--- src/rtl/pkg_ula.sv ---
// Shared ULA definitions: operand width, divider state encoding, div-by-zero quotient.
package pkg_ula;

  localparam int unsigned LARGURA_ULA = 4;

  localparam logic [0:0] OCIOSO  = 1'b0;
  localparam logic [0:0] CALCULA = 1'b1;

  localparam logic [LARGURA_ULA-1:0] QUOC_DIV0 = 4'hF;

endpackage : pkg_ula

--- src/rtl/subtrator_4bits.sv ---
// 4-bit unsigned subtractor: diferenca_c = a - b (mod 16).
// Ports:
//   a, b         : minuend, subtrahend
//   diferenca_c  : difference (combinational)
//   borrow_out_c : 1 when no borrow occurred, i.e. a >= b (combinational)
module subtrator_4bits (
  input  logic [3:0] a,
  input  logic [3:0] b,
  output logic [3:0] diferenca_c,
  output logic       borrow_out_c
);

  logic [4:0] soma_c;

  // Two's-complement add; the carry out is the "no borrow" flag.
  always_comb begin
    soma_c       = 5'({1'b0, a}) + 5'({1'b0, ~b}) + 5'd1;
    diferenca_c  = soma_c[3:0];
    borrow_out_c = soma_c[4];
  end

endmodule : subtrator_4bits

--- src/rtl/divisor_sequencial_4bits.sv ---
// Sequential 4-bit unsigned restoring divider, one trial subtraction per cycle.
// Ports:
//   clk, rst_n  : clock (rising edge), async active-low reset
//   start       : request, accepted only while idle
//   a, b        : dividend, divisor (sampled on the accepting edge)
//   busy        : iterations in progress
//   done        : one-cycle pulse when results become valid
//   quociente   : quotient, held until the next accepted start
//   resto       : remainder, held until the next accepted start
//   erro_div0   : last accepted operation had b = 0
module divisor_sequencial_4bits
  import pkg_ula::*;
#(
  parameter int unsigned LARGURA = LARGURA_ULA
) (
  input  logic               clk,
  input  logic               rst_n,
  input  logic               start,
  input  logic [LARGURA-1:0] a,
  input  logic [LARGURA-1:0] b,
  output logic               busy,
  output logic               done,
  output logic [LARGURA-1:0] quociente,
  output logic [LARGURA-1:0] resto,
  output logic               erro_div0
);

  // The trial subtractor is 4-bit only.
  if (LARGURA != 4) begin : g_largura_invalida
    $error("divisor_sequencial_4bits: LARGURA must be 4");
  end

  logic [0:0]         state_q, state_d;
  logic [LARGURA-1:0] q_q, q_d;
  logic [LARGURA-1:0] d_q, d_d;
  logic [LARGURA-1:0] r_q, r_d;
  logic [1:0]         cont_q, cont_d;
  logic               busy_q, busy_d;
  logic               done_q, done_d;
  logic [LARGURA-1:0] quoc_q, quoc_d;
  logic [LARGURA-1:0] resto_q, resto_d;
  logic               erro_q, erro_d;

  logic [LARGURA-1:0] trial_c;
  logic [LARGURA-1:0] diferenca_c;
  logic               sem_borrow_c;
  logic               r_msb_unused;

  // R stays below 8 before every shift, so its MSB never enters the trial value.
  assign trial_c      = {r_q[LARGURA-2:0], q_q[LARGURA-1]};
  assign r_msb_unused = r_q[LARGURA-1];

  subtrator_4bits u_subtrator (
    .a            (trial_c),
    .b            (d_q),
    .diferenca_c  (diferenca_c),
    .borrow_out_c (sem_borrow_c)
  );

  // State and datapath registers.
  always_ff @(posedge clk or negedge rst_n) begin
    if (!rst_n) begin
      state_q <= OCIOSO;
      q_q     <= '0;
      d_q     <= '0;
      r_q     <= '0;
      cont_q  <= '0;
      busy_q  <= 1'b0;
      done_q  <= 1'b0;
      quoc_q  <= '0;
      resto_q <= '0;
      erro_q  <= 1'b0;
    end else begin
      state_q <= state_d;
      q_q     <= q_d;
      d_q     <= d_d;
      r_q     <= r_d;
      cont_q  <= cont_d;
      busy_q  <= busy_d;
      done_q  <= done_d;
      quoc_q  <= quoc_d;
      resto_q <= resto_d;
      erro_q  <= erro_d;
    end
  end

  // Next-state and datapath update.
  always_comb begin
    state_d = state_q;
    q_d     = q_q;
    d_d     = d_q;
    r_d     = r_q;
    cont_d  = cont_q;
    busy_d  = busy_q;
    done_d  = 1'b0;
    quoc_d  = quoc_q;
    resto_d = resto_q;
    erro_d  = erro_q;

    case (state_q)
      OCIOSO: begin
        if (start) begin
          if (b == '0) begin
            // Division by zero resolves immediately without iterating.
            quoc_d  = QUOC_DIV0;
            resto_d = a;
            erro_d  = 1'b1;
            done_d  = 1'b1;
          end else begin
            q_d     = a;
            d_d     = b;
            r_d     = '0;
            cont_d  = '0;
            erro_d  = 1'b0;
            busy_d  = 1'b1;
            state_d = CALCULA;
          end
        end
      end
      CALCULA: begin
        if (sem_borrow_c) begin
          r_d = diferenca_c;
          q_d = {q_q[LARGURA-2:0], 1'b1};
        end else begin
          r_d = trial_c;
          q_d = {q_q[LARGURA-2:0], 1'b0};
        end
        cont_d = cont_q + 2'd1;
        if (cont_q == 2'd3) begin
          quoc_d  = q_d;
          resto_d = r_d;
          done_d  = 1'b1;
          busy_d  = 1'b0;
          state_d = OCIOSO;
        end
      end
    endcase
  end

  assign busy      = busy_q;
  assign done      = done_q;
  assign quociente = quoc_q;
  assign resto     = resto_q;
  assign erro_div0 = erro_q;

endmodule : divisor_sequencial_4bits

--- config.mk ---
export PLATFORM = sky130hd
export DESIGN_NAME = divisor_sequencial_4bits
export DESIGN_NICKNAME = d
export VERILOG_FILES = /design/src/rtl/pkg_ula.sv /design/src/rtl/subtrator_4bits.sv /design/src/rtl/divisor_sequencial_4bits.sv
export SDC_FILE = /design/constraint.sdc
export NUM_CORES = 1
export LEC_CHECK = 0
export ABC_AREA = 1
export BUFFER_PORTS_ARGS = -buffer_cell sky130_fd_sc_hd__buf_2
export CAP_MARGIN = 0
export CORE_MARGIN = 3
export CORE_UTILIZATION = 58
export DETAILED_ROUTE_END_ITERATION = 7
export HOLD_SLACK_MARGIN = 0.08
export PLACE_DENSITY = 0.82
export SYNTH_ARGS = -nofsm -noshare
export SYNTH_HDL_FRONTEND = slang
export SYNTH_SLANG_ARGS = --single-unit
--- constraint.sdc ---
create_clock -name clk -period 2.4 [get_ports clk]
set_input_delay 0.48 -clock clk [delete_from_list [all_inputs] [get_ports clk]]
set_output_delay 0.48 -clock clk [all_outputs]
set_load 0.005 [all_outputs]
==> impl_metrics.py <==
metrics = {
    "synth": {
        "synth.top_cell.area_share": 0.508,
        "yosysMostFrequentCell": "nand2_1",
        "synth_commonest_cells": "32 x nand2_1, 25 x dfrtp_1, 23 x nor2_1, 16 x nand3_1, 12 x inv_1",
        "synth-edff-count": 0,
        "async_flop_share": 1.00,
        "synth_fp_nets": 162,
        "ys.flop_type": "dfrtp_1",
        "ys_top_cells_by_area": "dfrtp_1 51%, nand2_1 9.7%, nor2_1 7.0%",
        "synth_seq_area_share": 0.508,
        "ys_ff_latch": 25,
        "yosys.cell_types.count": 21,
        "postSynthCellCount": 145,
        "synth_area_per_cell_sq_um": 8.50,
        "synth_area_leader_cell": "dfrtp_1",
        "ys.warnings.count": 0,
        "syn-cell-area_sq_um": 1230,
    },
    "timing": {
        "drv_slew": 0,
        "setup_tns_ns": 0,
        "hold_viol": 0,
        "fin_skew_ns": 0.00437,
        "post-route-period-util": 0.743,
        "setup_viol": 0,
        "grt_setup_unrepaired": "false",
        "worst_pin_slew_ns": 0.545,
        "whs_ns": 0.119,
        "max_slew_margin": 0.636,
        "fmax_ghz": 0.560,
        "min_period_ns": 1.78,
    },
    "grt": {
        "gr-usage-all-layers": 0.213,
        "antenna_found_initial": 0,
        "grt_pass1_vias": 952,
        "gr-total-overflow": 0,
        "grt_first_pass_wirelength_microns": 4200,
        "grt_start_max_net_pins": 26,
    },
    "finish": {
        "fin_cells": 194,
        "fillers": 172,
        "multi_input_area_sq_um": 537,
        "area_delta_synth_final_pct": 11.8,
        "drive_gt1_frac": 0.180,
        "fin_nets": 185,
        "seq_area_sq_um": 626,
        "antenna_cells": 0,
    },
    "setup_path": {
        "worstPathRequired_ns": 2.67,
        "reg2reg_from": "q_q[3]",
        "cpLargestDelayFamily": "adder cells",
        "endpoint_kind": "flip-flop",
        "crit_type": "reg -> reg",
        "start_kind": "flip-flop",
        "worstPathArrival_ns": 2.05,
        "startpoint": "q_q[3]",
        "slowest_delay_ns": 0.42,
        "crit_fanout": 3,
        "cp_cell_sequence": "inv_1 -> ha_1 -> fa_1 -> inv_1 -> nand3_1 -> nand2_1 -> nand3_1 -> nand3_1 -> nand2_1 -> nand2_1",
        "slowest_stage": "fa_1",
        "path_buf_inv": 2,
    },
    "power_and_ir_drop": {
        "p_per_area_nw_per_um2": 1410,
        "leakagePower_nw": 0.704,
        "vdd_drop_max_v": 0.000707,
    },
    "clock_tree": {
        "clock_path_buffers": 2,
        "cts.clk_slew.worst_paths_ns": 0.14,
        "post-cts-setup-buffers": 0,
        "cts_made_buffers": 3,
        "clk_latency_ns": 0.32,
        "cts_resized": 0,
        "ctsHoldBuffers": 0,
        "cts_root_buffer": "clkbuf_4",
        "numClockSinks": 25,
        "htree_levels": 1,
        "cts_tree": "done",
    },
    "placement": {
        "gp_congestion": 0.853,
        "place_inst": 190,
        "port_buffers": 21,
        "dp.final_hpwl_microns": 1940,
    },
    "floorplan": {
        "dieArea_sq_um": 2710,
        "std_cell_rows": 16,
        "ioPinCount": 22,
        "core_area_sq_um": 1980,
        "dieWidth_microns": 52.1,
        "die-height_microns": 52.1,
        "start_util": 0.622,
    },
    "drt": {
        "drt-total-wl_microns": 2560,
        "dr.pass1.iters": 4,
        "post-route-drc-count": 0,
        "detail-route-antenna-nets": 0,
        "drt-vias-per-instance": 5.45,
        "vias": 1058,
        "initialDrtViolationCount": 22,
        "wl_per_cell_microns": 13.2,
    },
    "flow_run": {
        "cap_violations": 0,
    },
    "outcome": {
        "status": "finished clean",
    },
    "worst_hold_path": {
        "hold_path.class": "in -> async",
    },
}
## cell usage in the layout (no fill, tap or decap), drive strengths merged, types with 2 or more instances in the layout
cell type	instances
clkbuf	3
nor3	2
o21ai	6
buf	21
a21oi	7
inv	13
nand3	17
dfrtp	25
nor2	24
nand2	33
ha	5
nand3b	4
o211ai	2
a31oi	2
## state kept, by name, indices dropped and copies added (netlist names)
signal	count
state_q	1
cont_q	2
quociente	4
erro_div0	1
done	1
busy	1
resto	4
q_q	4
d_q	4
r_q	3
## stage by stage
| step | setup WS, ns | cell area [sq um] | util | total power [mW] |
|---|---|---|---|---|
| after floorplan | 0.839 | 1230 | - | 1.47 |
| after global placement | 0.743 | 1350 | 0.681 | 1.69 |
| after detailed placement | 0.677 | 1350 | 0.681 | 1.76 |
| after CTS | 0.643 | 1380 | 0.695 | 1.95 |
| after global routing | 0.473 | 1380 | 0.695 | 2.13 |
| final | 0.616 | 1380 | 0.695 | 1.94 |
## worst reg2reg max path, delay by kind of cell, from the launching register on
kind / cells / cell delay [ns]
adders and majority gates: 2 / 0.64
buffers and inverters: 2 / 0.13
DFF: 1 / 0.37
and+or+nand+nor: 6 / 0.60
## layout make-up
cell class | instances | area share
Clock inverter | 1 | 0.00363
Inverter | 13 | 0.0354
Clock buffer | 3 | 0.0163
Timing Repair Buffer | 21 | 0.0763
Sequential cell | 25 | 0.454
Multi-Input combinational cell | 104 | 0.390
Tap cell | 27 | 0.0245
## logic make-up after synthesis
family	Yosys count	share of synthesized area
AOI/OAI and AO/OA	17	0.0782
xor gates and xnor gates	1	0.00711
DFF	25	0.508
and+or+nand+nor	80	0.283
adders and majority gates	6	0.0670
buffers and inverters	16	0.0568
## layer usage
| layer | share of wire | routed length [microns] | GRT usage |
|---|---|---|---|
| met1 | 0.45 | 1160 | 0.277 |
| met2 | 0.48 | 1240 | 0.347 |
| met3 | 0.043 | 110 | 0.0258 |
| met4 | 0.022 | 57 | 0.105 |
| met5 | 0 | 0 | 0 |
## power by group
part / total, mW / internal, mW / switching (mW)
clock network: 0.192 / 0.0625 / 0.130
logic: 0.984 / 0.398 / 0.586
registers: 0.761 / 0.621 / 0.139
total: 1.94 / 1.08 / 0.855
## final timing paths
kind | to | slack [ns] | depth (start not counted)
worst min register to register | busy | 0.49 | 2
max in group asynchronous | erro_div0 | 1.92 | 1
min in group clk | d_q[0] | 0.37 | 3
worst max register to register | resto[2] | 0.62 | 10
worst min-delay path | r_q[0] | 0.12 | 1
worst max-delay path | resto[2] | 0.62 | 10
Note: power is estimated with default switching activity, not from simulation.
